### config.mk
export PLATFORM = sky130hd
export DESIGN_NAME = fetch_unit
export DESIGN_NICKNAME = d
export VERILOG_FILES = /design/src/rtl/fetch_unit.sv
export SDC_FILE = /design/constraint.sdc
export NUM_CORES = 1
export LEC_CHECK = 0
export CAP_MARGIN = 15
export CELL_PAD_IN_SITES_DETAIL_PLACEMENT = 1
export CELL_PAD_IN_SITES_GLOBAL_PLACEMENT = 1
export CORE_MARGIN = 2
export CORE_UTILIZATION = 32
export CTS_BUF_LIST = sky130_fd_sc_hd__clkbuf_2 sky130_fd_sc_hd__clkbuf_4 sky130_fd_sc_hd__clkbuf_8
export DETAILED_ROUTE_END_ITERATION = 10
export HOLD_SLACK_MARGIN = 0.1
export PLACE_DENSITY_LB_ADDON = 0.3
export SLEW_MARGIN = 20
export SYNTH_ARGS = -nofsm -noshare
export SYNTH_HDL_FRONTEND = slang
export SYNTH_SLANG_ARGS = --single-unit
### constraint.sdc
create_clock -name CLK -period 3.1 [get_ports CLK]
set_input_delay 0.31 -clock CLK [delete_from_list [all_inputs] [get_ports CLK]]
set_output_delay 0.31 -clock CLK [all_outputs]
set_load 0.02 [all_outputs]
### src/rtl/fetch_unit.sv
// fetch_unit: instruction fetch front end of a multi-cycle RISC-V style core.
// Holds the PC and the instruction register (IR). It requests the word at PC
// from instruction memory, waits up to MAX_WAIT cycles for an acknowledge,
// presents the fetched word to the control unit, and loads the next PC when
// the datapath retires the current instruction. A fetch timeout or a
// misaligned next PC parks the unit in a sticky fault until reset.
//
// Ports:
//   CLK         clock, all state changes on the rising edge
//   RST         asynchronous active-high reset
//   PCWrite     retire the instruction in IR and load NextPC
//   NextPC      next PC from the datapath (PC+4, branch or jump target)
//   ImemReq     instruction memory request
//   ImemAddr    instruction memory address (always the current PC)
//   ImemAck     memory returns ImemData this cycle
//   ImemData    instruction word, valid with ImemAck
//   Instr       instruction register contents
//   opcode      Instr[6:0]
//   funct3      Instr[14:12]
//   PC          address of the instruction held in Instr
//   PC_plus4    PC + 4, wrapping modulo 2^32
//   InstrValid  Instr holds a fetched instruction
//   Fault       sticky fault (fetch timeout or misaligned NextPC)
module fetch_unit #(
  parameter logic [31:0] RESET_PC = 32'h0000_0000,
  parameter int          MAX_WAIT = 15
) (
  input  logic        CLK,
  input  logic        RST,
  input  logic        PCWrite,
  input  logic [31:0] NextPC,
  output logic        ImemReq,
  output logic [31:0] ImemAddr,
  input  logic        ImemAck,
  input  logic [31:0] ImemData,
  output logic [31:0] Instr,
  output logic [6:0]  opcode,
  output logic [2:0]  funct3,
  output logic [31:0] PC,
  output logic [31:0] PC_plus4,
  output logic        InstrValid,
  output logic        Fault
);

  localparam logic [31:0] NOP_INSTR = 32'h0000_0013;
  // Counter value seen in the last permitted WAIT cycle.
  localparam logic [7:0]  WAIT_LAST = 8'(MAX_WAIT - 1);

  typedef enum logic [2:0] {
    IDLE,
    REQ,
    WAIT,
    VALID,
    FAULT
  } state_t;

  state_t      state;
  state_t      next_state;
  logic [31:0] pc;
  logic [31:0] ir;
  logic [7:0]  wait_cnt;

  logic        load_instr;
  logic        load_pc;
  logic        cnt_clr;
  logic        cnt_inc;

  always_ff @(posedge CLK or posedge RST) begin
    if (RST) begin
      state    <= IDLE;
      pc       <= RESET_PC;
      ir       <= NOP_INSTR;
      wait_cnt <= 8'd0;
    end else begin
      state <= next_state;
      if (load_instr) ir <= ImemData;
      if (load_pc)    pc <= NextPC;
      if (cnt_clr)
        wait_cnt <= 8'd0;
      else if (cnt_inc)
        wait_cnt <= wait_cnt + 8'd1;
    end
  end

  always_comb begin
    next_state = state;
    load_instr = 1'b0;
    load_pc    = 1'b0;
    cnt_clr    = 1'b0;
    cnt_inc    = 1'b0;
    case (state)
      IDLE: next_state = REQ;
      REQ: begin
        if (ImemAck) begin
          load_instr = 1'b1;
          next_state = VALID;
        end else begin
          cnt_clr    = 1'b1;
          next_state = WAIT;
        end
      end
      WAIT: begin
        if (ImemAck) begin
          load_instr = 1'b1;
          next_state = VALID;
        end else if (wait_cnt == WAIT_LAST) begin
          next_state = FAULT;
        end else begin
          cnt_inc = 1'b1;
        end
      end
      VALID: begin
        // A misaligned target is never loaded; the offending PC stays visible.
        if (PCWrite) begin
          if (NextPC[1:0] == 2'b00) begin
            load_pc    = 1'b1;
            next_state = REQ;
          end else begin
            next_state = FAULT;
          end
        end
      end
      FAULT:   next_state = FAULT;
      default: next_state = IDLE;
    endcase
  end

  // Outputs depend on state only, so reset drops the request immediately.
  assign ImemReq    = (state == REQ) || (state == WAIT);
  assign InstrValid = (state == VALID);
  assign Fault      = (state == FAULT);
  assign ImemAddr   = pc;
  assign PC         = pc;
  assign PC_plus4   = pc + 32'd4;
  assign Instr      = ir;
  assign opcode     = ir[6:0];
  assign funct3     = ir[14:12];

endmodule

==> impl_metrics.yaml <==
status:
  outcome: "finished clean"
floorplanning:
  num_rows: 40
  ios: 209
  core_um2: 12000
  die_h_um: 115
  start_util_pct: 32.7
  dieWidth_um: 115
  die_area_um2: 13100
logic_synthesis:
  synth_nets: 399
  ys.flop_type: "dfrtp_1"
  synth_edf_count: 0
  synth_seq_area_share_pct: 48.1
  ys_ff_latch: 75
  synth_cell_types: 39
  netlist_area_um2: 3910
  yosysWarnings: 0
  synthCells: 328
  async_reset_ff_share_pct: 100
  avgSynthCellArea_um2: 11.9
sta:
  setup_viol: 0
  timing.fmax_mhz: 347
  rsz0062_at_grt: "no"
  hold_viol: 0
  slew_headroom_pct: 64.9
  worstMarginPinSlew_ns: 0.522
  holdWs_ns: 0.198
  finalCritPeriodShare_pct: 93.1
  fin_skew_ns: 0.00754
  drv_slew: 0
  layout_min_cycle_time_ns: 2.89
  tns_ns: 0
final_layout:
  stdcell_count: 650
  nNetsFinal: 569
  antennaDiodeCount: 0
  multi_input_area_um2: 1600
  syn2layout_area_growth_pct: 55.3
  nFillCells: 1295
  final_area_um2: 6070
  ff_latch_area_um2: 1880
  drive_gt1_share_pct: 19.1
global_route:
  grt_pass1_wl_um: 17500
  antenna_found_initial: 0
  grt_overflow: 0
  grt_max_degree: 63
  grt_pass1_vias: 3311
  grt_usage_pct: 17.2
worst_setup_path:
  start_kind: "flop"
  worstPathMaxFanout: 9
  reg2reg_depth: 5
  crit_path_end_kind: "output pin"
  criticalPathCategory: "reg -> out"
  critPathArrivalTime_ns: 2.58
  cp_data_required_time_ns: 2.79
drt:
  routed_wl_um: 11300
  drc: 0
  viasPerCell: 4.71
  first_pass_iters: 4
  num_vias: 3061
  wl_per_cell_um: 17.4
  postRouteAntennaNets: 0
  drt-initial-drc-count: 118
pwr:
  p_per_area_nw_per_um2: 1160
  max-vdd-ir-drop_uv: 428
  leakage_uw: 0.00247
  total_power_uw: 7010
run:
  maxCapViolations: 0
clocking:
  cts_hold_buf: 0
  clockBufferDepth: 2
  cts_root_buffer: "clkbuf_8"
  clkTransAtPathRegs_ns: 0.08
  cts_tree: "yes"
  cts_max_level: 3
  cts_buffers: 9
  cts.sinks: 75
  post_cts_buffers: 0
  clk_latency_ns: 0.35
hold_path:
  hp-class: "in -> async"
placement:
  gp_congestion: 0.748
  hpwl_um: 8820
  dpl.cell_count: 634
  postPlaceCellArea_um2: 5830
  portBuffers: 208
## worst max-delay path: stages, from the launching register on
cell,delay [ns]
dfrtp_1,0.47
nand4_1,0.28
nor4_4,0.46
nand4_1,0.18
xnor2_1,0.19
clkdlybuf4s50_1,0.63
## repair_timing
item | 4_1_cts | 5_1_grt
endpoints found under the setup margin | 0 | 11
hold endpoints to repair | 0 | 0
gates resized for setup | 0 | 4
## metrics by stage
stage          setup WS, ns  util [%]
2_1_floorplan         0.885         -
3_3_place_gp          0.493      48.7
3_5_place_dp          0.420      48.7
4_1_cts              0.0256      50.6
5_1_grt              0.0170      50.7
6_report              0.215      50.7
## synthesized netlist by cell type, types with 3 or more instances
cell type  number  area share [%]
nor3_1          4            0.51
nand2_1        10            0.96
nand4_1        11             1.8
a21oi_1         3            0.38
and2_1          5            0.80
nor2b_1         3            0.48
dfstp_2         3             2.0
and3_1          6            0.96
mux2_2         60              17
nor2_1         14             1.3
buf_2           4            0.51
xnor2_1        21             4.7
inv_1           7            0.67
dfrtp_1        72              46
buf_4          49             9.4
ha_1            3            0.96
a211oi_1        3            0.58
xor2_1         11             2.5
nand3_1        13             1.7
## flip-flops by register name, summed over array words and instances, names as in the netlist
name,count
ImemAddr,32
Instr,32
wait_cnt,8
state,3
## power by group
part	internal, µW	total [µW]	switching [µW]	leakage, µW
Combinational	2160	4150	1990	0.00144
Sequential	1440	2000	558	0.000917
Clock	505	865	360	0.000116
## logic make-up after synthesis
kind of cell    share of synthesized area (%)
fa+ha+maj                               0.961
buf+inv                                  11.2
flops                                    48.1
compound gates                           3.27
xor+xnor                                 7.17
mux                                      17.9
simple gates                             11.4
## routing by layer
layer	track usage [%]	part of all wire, %	wire [µm]	up-vias
met5	0	0	0	-
met4	5.53	1.1	129	0
met3	6.88	10	1180	11
met2	29.1	48	5470	147
met1	19.9	40	4550	1474
li1	-	-	-	1429
## area by class of cell
| class | count | area share, % |
|---|---|---|
| multi-input combinational | 191 | 26.4 |
| timing repair buffer | 214 | 35.3 |
| sequential | 75 | 31.0 |
| clock inverter | 4 | 1.20 |
| inverter | 7 | 0.454 |
| tap | 147 | 3.03 |
| clock buffer | 12 | 2.62 |
## path summary, 6_finish.rpt
kind | slack (ns) | start | endpoint
max | 0.21 | ImemAddr[11] | PC_plus4[30]
min | 0.20 | RST | Instr[23]
max reg2reg | 1.16 | wait_cnt[0] | state[1]
min reg2reg | 0.51 | Instr[27] | Instr[27]
max in group asynchronous | 2.25 | RST | Instr[1]
min in group CLK | 0.51 | Instr[27] | Instr[27]
## cell usage in the layout, fill, tap and decap left out, types with 6 or more instances in the layout
master           instances
clkdlybuf4s50_1        207
dfrtp_1                 71
mux2_2                  60
xnor2_1                 21
nor2_1                  12
nand3_1                 12
xor2_1                  11
nand4_1                 11
clkbuf_8                11
nand2_1                 10
inv_1                    6
and3_1                   6
Power figures use the tool's default switching activity.
